<file path="src/rtl/trinity_tile_exec.sv">
// Trinity tile exec unit: filters broadcast mode/exec frames by group and runs one
// ADD/MUL/MAC/CLR operation per accepted exec pulse on locally supplied operands.
module trinity_tile_exec #(
  parameter logic [1:0] GROUP_ID = 2'b00
) (
  input  logic        sys_clk,
  input  logic        sys_rst_n,
  input  logic [7:0]  bus_in,
  input  logic [7:0]  op_a,
  input  logic [7:0]  op_b,
  output logic [15:0] result,
  output logic [1:0]  result_mode,
  output logic [1:0]  cur_mode,
  output logic        busy,
  output logic        done,
  output logic        overrun,
  output logic [7:0]  exec_count
);

  typedef enum logic {IDLE, RUN} state_t;
  typedef enum logic [1:0] {OP_ADD = 2'b00, OP_MUL = 2'b01, OP_MAC = 2'b10, OP_CLR = 2'b11} op_t;

  state_t      state, state_next;
  op_t         op_mode;
  logic [7:0]  a_q, b_q;
  logic [2:0]  iter;
  logic [15:0] prod, acc;
  logic [15:0] addend, mul_sum, mac_sum, add_sum;
  logic        frame_match, exec_accept, exec_reject, last_iter;
  logic        unused_reserved;

  assign unused_reserved = bus_in[6];

  assign frame_match = bus_in[7] && (bus_in[5:4] == GROUP_ID) && !bus_in[3];
  assign exec_accept = frame_match && bus_in[2] && (state == IDLE);
  assign exec_reject = frame_match && bus_in[2] && (state == RUN);

  // Shift-add multiplier: one bit of b per RUN cycle, LSB first.
  assign addend  = b_q[iter] ? ({8'd0, a_q} << iter) : 16'd0;
  assign mul_sum = prod + addend;
  assign mac_sum = acc + mul_sum;
  assign add_sum = {8'd0, a_q} + {8'd0, b_q};

  assign last_iter = ((op_mode == OP_ADD) || (op_mode == OP_CLR)) ? (iter == 3'd0) : (iter == 3'd7);
  assign busy      = (state == RUN);

  always_ff @(posedge sys_clk or negedge sys_rst_n) begin
    if (!sys_rst_n) state <= IDLE;
    else            state <= state_next;
  end

  always_comb begin
    // NOTE: default assigned first so no path leaves state_next unassigned (no latch).
    state_next = state;
    unique case (state)
      IDLE: if (exec_accept) state_next = RUN;
      RUN:  if (last_iter)   state_next = IDLE;
      default: state_next = IDLE;
    endcase
  end

  // NOTE: every register here, operands included, is async-reset so an aborted
  // operation leaves nothing behind; sequential state uses non-blocking assigns only.
  always_ff @(posedge sys_clk or negedge sys_rst_n) begin
    if (!sys_rst_n) begin
      a_q         <= '0;
      b_q         <= '0;
      op_mode     <= OP_ADD;
      iter        <= '0;
      prod        <= '0;
      acc         <= '0;
      result      <= '0;
      result_mode <= '0;
      cur_mode    <= '0;
      done        <= 1'b0;
      overrun     <= 1'b0;
      exec_count  <= '0;
    end else begin
      done <= 1'b0;
      if (frame_match) cur_mode <= bus_in[1:0];

      if (exec_accept) begin
        a_q        <= op_a;
        b_q        <= op_b;
        op_mode    <= op_t'(bus_in[1:0]);
        iter       <= '0;
        prod       <= '0;
        exec_count <= exec_count + 8'd1;
        overrun    <= 1'b0;
      end else if (exec_reject) begin
        overrun <= 1'b1;
      end

      if (state == RUN) begin
        iter <= iter + 3'd1;
        prod <= mul_sum;
        if (last_iter) begin
          done        <= 1'b1;
          result_mode <= op_mode;
          unique case (op_mode)
            OP_ADD: result <= add_sum;
            OP_MUL: result <= mul_sum;
            OP_MAC: begin
              result <= mac_sum;
              acc    <= mac_sum;
            end
            OP_CLR: begin
              result <= '0;
              acc    <= '0;
            end
            default: result <= result;
          endcase
        end
      end
    end
  end

endmodule

</file>
<file path="config.mk">
export PLATFORM = sky130hd
export DESIGN_NAME = trinity_tile_exec
export DESIGN_NICKNAME = d
export VERILOG_FILES = /design/src/rtl/trinity_tile_exec.sv
export SDC_FILE = /design/constraint.sdc
export NUM_CORES = 1
export LEC_CHECK = 0
export ABC_CLOCK_PERIOD_IN_PS = 9800
export BUFFER_PORTS_ARGS = -buffer_cell sky130_fd_sc_hd__buf_2
export CAP_MARGIN = 20
export CORE_ASPECT_RATIO = 1.2
export CORE_MARGIN = 1.5
export CORE_UTILIZATION = 30
export CTS_BUF_LIST = sky130_fd_sc_hd__clkbuf_4 sky130_fd_sc_hd__clkbuf_8 sky130_fd_sc_hd__clkbuf_16
export DETAILED_ROUTE_END_ITERATION = 7
export PLACE_DENSITY_LB_ADDON = 0.1
export SLEW_MARGIN = 20
export SYNTH_ARGS = -nofsm -noshare
export SYNTH_HDL_FRONTEND = slang
export SYNTH_SLANG_ARGS = --single-unit
</file>
<file path="constraint.sdc">
create_clock -name sys_clk -period 9.8 [get_ports sys_clk]
set_clock_uncertainty 0.05 [all_clocks]
set_input_delay 1.96 -clock sys_clk [delete_from_list [all_inputs] [get_ports sys_clk]]
set_output_delay 1.96 -clock sys_clk [all_outputs]
set_load 0.05 [all_outputs]
</file>
; ---- After elaboration in Yosys (flattened, before gate mapping)
; Index checks and enable logic that the tools add are counted.
; Widths: inputs -> output; s select.
[totals]
register_bits = 84
in_bits = 26
out_inout_bits = 31
word_cells = 57
[classes]
n_eq_ne = 4
reduce_logical = 15
shift = 1
n_lt_le_gt_ge = 1
muxes = 17
n_bitwise = 1
n_addsub = 5
[op_table]
columns = cell, count
row1 = $pmux 16 s4, 1
row2 = $mux 16, 3
row3 = $add 16x16->16, 2
row4 = $pmux 16 s2, 1
row5 = $shl 8x3->16, 1
row6 = $add 8x8->9, 1
row7 = $add 8x1->8 const B, 1
row8 = $mux 1, 8
row9 = $mux 3, 2
row10 = $reduce_bool 2->1, 3
row11 = $logic_and 1x1->1, 5
row12 = $eq 2x2->1 const B, 2
row13 = $logic_not 2->1, 2
row14 = $lt 3x4->1 const B, 1
row15 = $add 3x1->3 const B, 1
row16 = $bmux 1 s3, 1
row17 = $eq 3x3->1 const B, 1
row18 = $logic_not 3->1, 1
row19 = $reduce_and 3->1, 1
row20 = $eq 2x1->1 const B, 1
row21 = $pmux 1 s2, 1
row22 = $reduce_and 2->1, 1
row23 = $logic_not 1->1, 1
row24 = $logic_or 1x1->1, 1
row25 = $not 1->1, 1

; ---- Longest topological paths before layout
; Gate-level depths: netlist of the first run.
[logic_depth]
word_depth = 7
depth_mapped = 22
ltp_nobuf = 21

; ---- Worst setup path before layout of the first run
; No wires, ideal clock.
[synth_timing]
path_kind = flip-flop to flip-flop
startpoint = register iter[1]
endpoint = register result[15]
t_required_ps = 9624
period_less_slack_ps = 4892
path_stages_with_launch = 22
n_path_buf = 2
arrival_ps = 4717
slack_ps = 4908
cell_sequence = dfrtp_1 clkbuf_1 mux4_2 nand2b_1 and2_1 clkbuf_1 nor2_1 ha_1 a21o_1 a221oi_2 o21ai_1 a31oi_2 o21bai_1 xor2_1 ha_1 a21oi_1 o221ai_1 a21oi_1 o21ai_1 xnor2_1 a31o_2 a221o_1
[synth_via]
elab_chain_cells = 6
word_cells_on_any_way = 11
[synth_lines]
columns = item, line
row1 = "start, declared", 26  ; logic [2:0] iter;
row2 = "start signal, assigned", 95  ; iter <= iter + 3'd1;
row3 = $bmux 1 s3, 39  ; assign addend = b_q[iter] ? ({8'd0, a_q} << iter) : 16'd0;
row4 = $mux 1 (implied by the code), 39
row5 = $mux 16, 39
row6 = $add 16x16->16, 40  ; assign mul_sum = prod + addend;
row7 = $add 16x16->16, 41  ; assign mac_sum = acc + mul_sum;
row8 = $pmux 16 s4, 100  ; unique case (op_mode)
row9 = "end signal, assigned", 101  ; OP_ADD: result <= add_sum;
row10 = "end signal, assigned", 102  ; OP_MUL: result <= mul_sum;
row11 = "end signal, assigned", 104  ; result <= mac_sum;
row12 = "end, declared", 11  ; output logic [15:0] result,
; Parallel ways exist; a longest one is shown, timed or not. The select of a mux whose other input is x is not followed.
; A chain may end at the register's enable or synchronous reset.

; ---- Worst setup path after layout of the first run
; Same ends and word-level chain as after synthesis.

==> metrics.csv, run 1 <==
stage,metric,value,unit
drt,drt-initial-drc-count,185,
setup_path,crit_slowest_cell,dfrtp_1,
floorplan,die_area,19200,um^2
global_routing,grt_use_total,0.162,
setup_path,worstSetupPathType,register to register,
final_layout,fin_nets,690,
sta,layout_setup_ws,4140,ps
clock_tree,cts_resized,0,
setup_path,cp-startpoint,iter[1]$_DFFE_PN0P_,
setup_path,reg2reg_to,result[15]$_DFFE_PN0P_,
drt,totalWireLength,14500,um
power_and_ir_drop,p_seq_frac,0.271,
drt,antenna_left,0,
clock_tree,clockRootBuffer,clkbuf_16,
power_and_ir_drop,powerDensity,355,nW/um^2
setup_path,worstSetupPathDepth,21,
power_and_ir_drop,p_comb_frac,0.570,
placement,finalWeightedCongestion,0.795,
synth,synth_area_leader_cell,dfrtp_1,
drt,drtPass1Iterations,4,
power_and_ir_drop,power_switching,0.00109,W
setup_path,cp_top_family,compound AO/OA/AOI/OAI gates,
floorplan,start_util,0.304,
setup_path,arrival,5840,ps
synth,syn_area_per_cell,9.74,um^2
power_and_ir_drop,clockPowerShare,0.159,
placement,place_area,6020,um^2
sta,max_slew.worst_pin.slew,866,ps
sta,setup_viol,0,
sta,relSlewSlack,0.419,
setup_path,cp.required,9980,ps
setup_path,max_stage_delay,780,ps
setup_path,critPathBufInv,1,
synth,ys.flop_type,dfrtp_1,
final_layout,antenna-diode-count,0,
sta,fin_setup_tns,0,ps
floorplan,core,18100,um^2
synth,synth_cell_types,61,
clock_tree,cts_inserted_buffers,9,
sta,slew_violations,0,
clock_tree,cts-htree-levels,3,
sta,rsz0062_at_grt,no,
setup_path,worstReg2RegStart,iter[1]$_DFFE_PN0P_,
floorplan,dieHeight,151,um
clock_tree,cts_setup_buffers,0,
synth,synth_common_cells,"dfrtp_1, nand2_1, ha_1",
clock_tree,hold_buffers,0,
synth,synth_edf_count,0,
power_and_ir_drop,swShare,0.485,
floorplan,fp-row-count,54,
setup_path,reg2reg_depth,21,
final_layout,drive_gt1_frac,0.186,
clock_tree,cts_tree,built,
drt,wl_per_cell,17.2,um
global_routing,grt_overflow,0,
placement,dp_slack,4120,ps
synth,synth_area_leaders,"dfrtp_1, ha_1, mux2_2, nand2_1, xnor2_1",
global_routing,grt_pass1_vias,4420,
floorplan,die_width,127,um
power_and_ir_drop,ir_worst_vdd,134,uV
sta,final.period_utilization,0.577,
drt,vias_per_cell,5.14,
clock_tree,clockBufferDepth,2,
clock_tree,clock-sinks,84,
synth,syn-num-nets,641,
synth,synth_area,5500,um^2
synth,ys_seq_elements,84,
sta,hold_ws,416,ps
drt,vias,4334,
sta,fmax,0.177,GHz
setup_path,r2r_slack,4140,ps
setup_path,cp-endpoint,result[15]$_DFFE_PN0P_,
placement,port_buffers,55,
synth,synthCells,565,
synth,synth.most_common_cell,dfrtp_1,
synth,yosysTopAreaCellShare,0.382,
placement,hpwl,11000,um
hold_path,hold_class,register to register,
power_and_ir_drop,p_int,0.00115,W
power_and_ir_drop,leakagePower,3.02,nW
setup_path,start_kind,register,
final_layout,area.growth.synth_to_final,14.9,%
sta,hold_viol_final,0,
global_routing,grt_max_degree,44,
drt,drc,0,
clock_tree,clk_latency,340,ps
setup_path,cp_common_cell,o21ai_1,
synth,ys_async_sr_fraction,1.00,
global_routing,grt_pass1_wl,24000,um
run_status,status,completed,
floorplan,io_pins,57,
flow_run,drv_cap,0,
final_layout,final_area,6320,um^2
sta,min_period,5660,ps
setup_path,cp_max_fo,19,
setup_path,worstSetupEndpointType,register,
setup_path,crit_path_cell_trace,mux4_2 -> nand2b_1 -> nor4b_1 -> ha_1 -> inv_1 -> fa_1 -> nor2b_1 -> o21a_1 -> o21ai_1 -> o21ai_1 -> a31oi_2 -> o21bai_1 -> xor2_1 -> ha_1 -> a21oi_1 -> o221ai_1 -> a21oi_1 -> o21ai_1 -> xnor2_1 -> a31o_2 -> a221o_1,
clock_tree,clk_pin_slew,70,ps
global_routing,antenna_found_initial,0,
synth,yosysWarnings,0,
synth,synth-seq-area-share,0.382,
==> worst reg2reg max path, cell delays in order (launching register included) <==
cell	delay, ps
dfrtp_1	780
mux4_2	370
nand2b_1	120
nor4b_1	360
ha_1	280
inv_1	70
fa_1	400
nor2b_1	140
o21a_1	150
o21ai_1	90
o21ai_1	300
a31oi_2	180
o21bai_1	180
xor2_1	340
ha_1	360
a21oi_1	200
o221ai_1	140
a21oi_1	160
o21ai_1	110
xnor2_1	180
a31o_2	260
a221o_1	310
==> cells by family (layout without fill, tap and decap cells) <==
family	after synthesis	count (layout)	synth area share
muxes	32	32	0.0700
buffers and inverters	41	95	0.0286
xor gates and xnor gates	38	38	0.0618
adders and majority gates	50	50	0.118
AOI/OAI and AO/OA	166	166	0.208
and+or+nand+nor	154	154	0.132
DFF	84	84	0.382
==> cells in the final DEF, fill, tap and decap left out, drive strengths merged, types with 7 or more instances in the layout <==
| cell type | instances |
|---|---|
| a221oi | 8 |
| nor2 | 37 |
| nand2b | 12 |
| a21oi | 37 |
| nand3 | 9 |
| mux2i | 7 |
| o21ai | 43 |
| mux2 | 22 |
| nand2 | 61 |
| a21o | 17 |
| a22o | 13 |
| clkbuf | 9 |
| nor2b | 10 |
| a211oi | 10 |
| xor2 | 12 |
| o31ai | 7 |
| buf | 61 |
| ha | 47 |
| xnor2 | 26 |
| inv | 20 |
| dfrtp | 84 |
==> through the flow <==
| step | utilization | instances | total power (W) |
|---|---|---|---|
| after floorplan | - | 565 | 0.00157 |
| after global placement | 0.332 | 827 | 0.00189 |
| after detailed placement | 0.332 | 827 | 0.00190 |
| after CTS | 0.349 | 843 | 0.00227 |
| after global routing | 0.349 | 843 | 0.00244 |
| final | 0.349 | 843 | 0.00224 |
==> flip-flops by register name (all words and copies together), names as in the netlist <==
register     flops
acc             16
iter             3
result_mode      2
overrun          1
op_mode          2
prod            16
b_q              8
busy             1
exec_count       8
done             1
result          16
a_q              8
cur_mode         2
==> metal layers <==
layer	track usage	wire length [um]	share of wire	vias up
met4	0.0563	229	0.016	0
met2	0.270	6880	0.48	86
met3	0.0244	451	0.031	13
met1	0.216	6900	0.48	2081
li1	-	-	-	2154
met5	0	0	0	-
==> area by class of cell <==
class                           instances  area (um^2)
Fill cell                            1868        11800
Timing Repair Buffer                   61          323
Multi-Input combinational cell        440         3240
Tap cell                              224          280
Clock inverter                          7         80.1
Inverter                               18         67.6
Sequential cell                        84         2100
Clock buffer                            9          225
==> worst min-delay path by stage <==
| stage | startpoint | end | slack (ps) | depth (start not counted) |
|---|---|---|---|---|
| after floorplan | acc[10]$_DFFE_PN0P_ | acc[10]$_DFFE_PN0P_ | 410 | 2 |
| after global placement | result[11]$_DFFE_PN0P_ | result[11]$_DFFE_PN0P_ | 400 | 2 |
| after detailed placement | result[11]$_DFFE_PN0P_ | result[11]$_DFFE_PN0P_ | 410 | 2 |
| after CTS | result[11]$_DFFE_PN0P_ | result[11]$_DFFE_PN0P_ | 420 | 2 |
| after global routing | exec_count[7]$_DFFE_PN0P_ | exec_count[7]$_DFFE_PN0P_ | 450 | 1 |
| final | result[11]$_DFFE_PN0P_ | result[11]$_DFFE_PN0P_ | 420 | 2 |
==> power groups by stage <==
stage,Clock (W),Combinational (W),Sequential (W)
6_report,0.000356,0.00128,0.000608
5_1_grt,0.000385,0.00142,0.000631
4_1_cts,0.000370,0.00129,0.000611
3_5_place_dp,0,0.00129,0.000617
3_3_place_gp,0,0.00128,0.000613
2_1_floorplan,0,0.000862,0.000703
No activity file was read; power rests on OpenSTA's default activity.
==> run 2, diff against run 1 <==
--- a/config.mk
+++ b/config.mk
@@ -5,7 +5,7 @@
 export SDC_FILE = /design/constraint.sdc
 export NUM_CORES = 1
 export LEC_CHECK = 0
-export ABC_CLOCK_PERIOD_IN_PS = 9800
+export ABC_CLOCK_PERIOD_IN_PS = 4900
 export BUFFER_PORTS_ARGS = -buffer_cell sky130_fd_sc_hd__buf_2
 export CAP_MARGIN = 20
 export CORE_ASPECT_RATIO = 1.2
==> constraint.sdc (replaced) <==
create_clock -name sys_clk -period 4.9 [get_ports sys_clk]
set_clock_uncertainty 0.05 [all_clocks]
set_input_delay 0.98 -clock sys_clk [delete_from_list [all_inputs] [get_ports sys_clk]]
set_output_delay 0.98 -clock sys_clk [all_outputs]
set_load 0.05 [all_outputs]
==> metrics.csv, run 2 (synthesis results as in run 1) <==
stage,metric,value,unit
setup_path,worstSetupPathType,register to register,
power_and_ir_drop,ir_worst_vdd,275,uV
sta,fmax,0.212,GHz
final_layout,mostFrequentLayoutCell,dfrtp_1,
power_and_ir_drop,p_comb_frac,0.611,
clock_tree,clock-sinks,84,
final_layout,fin_nets,725,
clock_tree,cts_inserted_buffers,9,
drt,drtPass1Iterations,4,
global_routing,grt_pass1_vias,4570,
drt,vias_per_cell,5.20,
placement,dpl.cell_count,856,
setup_path,arrival,4910,ps
floorplan,start_util,0.304,
hold_path,worstHoldEndpoint,exec_count[7]$_DFFE_PN0P_,
flow_run,drv_cap,0,
clock_tree,clockBufferDepth,2,
drt,wl_per_cell,17.3,um
final_layout,drive_gt1_frac,0.255,
floorplan,core,18100,um^2
run_status,status,completed,
final_layout,final_cells,878,
global_routing,grt_max_degree,51,
sta,rsz0062_at_grt,yes,
clock_tree,clk_pin_slew,70,ps
power_and_ir_drop,p_total,0.00483,W
global_routing,grt_overflow,0,
setup_path,crit_slowest_cell,mux4_2,
setup_path,max_stage_delay,560,ps
power_and_ir_drop,p_seq_frac,0.243,
placement,port_buffers,55,
power_and_ir_drop,swShare,0.474,
setup_path,worstSetupEndpointType,register,
sta,min_period,4720,ps
setup_path,reg2reg_depth,20,
setup_path,cp_max_fo,5,
global_routing,antenna_found_initial,0,
power_and_ir_drop,clockPowerShare,0.146,
floorplan,io_pins,57,
setup_path,r2r_slack,180,ps
placement,hpwl,11400,um
floorplan,dieHeight,151,um
drt,drc,0,
power_and_ir_drop,powerDensity,720,nW/um^2
hold_path,hold_class,register to register,
setup_path,worstReg2RegStart,iter[1]$_DFFE_PN0P_,
final_layout,antenna-diode-count,0,
final_layout,reg_top3,"acc: 16 flops, prod: 16 flops, result: 16 flops",
sta,slew_violations,0,
setup_path,reg2reg_to,result[15]$_DFFE_PN0P_,
final_layout,layout_common_cells,"dfrtp_1, nand2_1, buf_2, ha_1, buf_4",
hold_path,holdPathStages,1,
drt,totalWireLength,15200,um
sta,relSlewSlack,0.523,
floorplan,die_area,19200,um^2
clock_tree,clockRootBuffer,clkbuf_16,
power_and_ir_drop,p_int,0.00254,W
clock_tree,clk_latency,350,ps
setup_path,cp.required,5080,ps
sta,hold_ws,420,ps
final_layout,area.growth.synth_to_final,21.9,%
clock_tree,cts_tree,built,
sta,max_slew.worst_pin.slew,714,ps
setup_path,crit_path_cell_trace,mux4_2 -> nand2b_4 -> buf_4 -> and2_1 -> buf_4 -> nor2_1 -> ha_1 -> a21o_1 -> a221oi_2 -> o21ai_2 -> buf_4 -> xor2_1 -> buf_4 -> ha_1 -> a221oi_2 -> a21boi_4 -> o21ai_2 -> xnor2_1 -> a31o_2 -> a221o_1,
drt,drt-initial-drc-count,162,
sta,hold_viol_final,0,
clock_tree,cts-htree-levels,3,
sta,setup_viol,0,
power_and_ir_drop,leakagePower,3.24,nW
drt,antenna_left,0,
drt,vias,4566,
power_and_ir_drop,power_switching,0.00229,W
floorplan,fp-row-count,54,
global_routing,grt_use_total,0.167,
hold_path,hp-start,exec_count[7]$_DFFE_PN0P_,
setup_path,cp_common_cell,buf_4,
setup_path,start_kind,register,
sta,final.period_utilization,0.964,
placement,finalWeightedCongestion,0.822,
final_layout,fill_cells,1881,
floorplan,die_width,127,um
global_routing,grt_pass1_wl,24500,um
run 2: cell count changes in the layout (fill, tap and decap cells not counted), sizes merged:
| cell | change |
|---|---|
| clkinvlp | -1 |
| clkinv | +3 |
| buf | +35 |
| inv | -2 |
run 2: layer usage:
layer,part of all wire,global-route usage,routed length [um]
met1,0.45,0.209,6880
met2,0.50,0.298,7620
met3,0.031,0.0230,479
met4,0.015,0.0494,233
met5,0,0,0
run 2: worst max-delay path by stage:
stage	startpoint	end	slack, ps	cells past startpoint
global placement	iter[1]$_DFFE_PN0P_	result[15]$_DFFE_PN0P_	-50	21
finish	iter[1]$_DFFE_PN0P_	result[15]$_DFFE_PN0P_	180	20
global route	iter[1]$_DFFE_PN0P_	result[15]$_DFFE_PN0P_	-70	21
detailed placement	iter[1]$_DFFE_PN0P_	result[15]$_DFFE_PN0P_	-50	21
CTS	iter[1]$_DFFE_PN0P_	result[15]$_DFFE_PN0P_	2	21
floorplan	iter[1]$_DFFE_PN0P_	result[15]$_DFFE_PN0P_	8	21
run 2: power by group through the flow:
stage	Sequential, W	Clock (W)	Combinational, W
2_1_floorplan	0.00141	0	0.00172
3_3_place_gp	0.00117	0	0.00283
3_5_place_dp	0.00118	0	0.00285
4_1_cts	0.00117	0.000729	0.00287
5_1_grt	0.00121	0.000753	0.00325
6_report	0.00117	0.000705	0.00295
run 2: final cells by class:
| type | count | area [um^2] | share of cell area |
|---|---|---|---|
| tap | 224 | 280 | 0.0418 |
| clock buffer | 9 | 225 | 0.0336 |
| timing repair buffer | 96 | 593 | 0.0884 |
| clock inverter | 7 | 75.1 | 0.0112 |
| multi-input combinational | 440 | 3360 | 0.501 |
| inverter | 18 | 71.3 | 0.0106 |
| sequential | 84 | 2100 | 0.313 |
run 2: timing repair:
| action | 4_1_cts | 5_1_grt |
|---|---|---|
| buffers inserted | 0 | 6 |
| gates resized for setup | 1 | 20 |
| hold buffers | 0 | 0 |
| endpoints found under the setup margin | 1 | 9 |
| pin swaps | 1 | 11 |
| hold endpoints to repair | 0 | 0 |
run 2: stage by stage:
| step | area, um^2 | util | worst slack (ps) | TNS (ps) |
|---|---|---|---|---|
| 5_1_grt | 6710 | 0.371 | -74.3 | -106 |
| 6_report | 6710 | 0.371 | 177 | 0 |
| 2_1_floorplan | 5500 | - | 7.51 | 0 |
| 3_5_place_dp | 6230 | 0.344 | -53.9 | -53.9 |
| 3_3_place_gp | 6230 | 0.344 | -47.6 | -47.6 |
| 4_1_cts | 6540 | 0.361 | 1.60 | 0 |
run 2: worst max-delay path: cells and delay by family (launching register included):
| kind | cells | cell delay [ps] |
|---|---|---|
| compound gates | 8 | 1920 |
| buf+inv | 4 | 570 |
| mux | 1 | 560 |
| fa+ha+maj | 2 | 510 |
| flops | 1 | 400 |
| simple gates | 3 | 320 |
| xor+xnor | 2 | 280 |
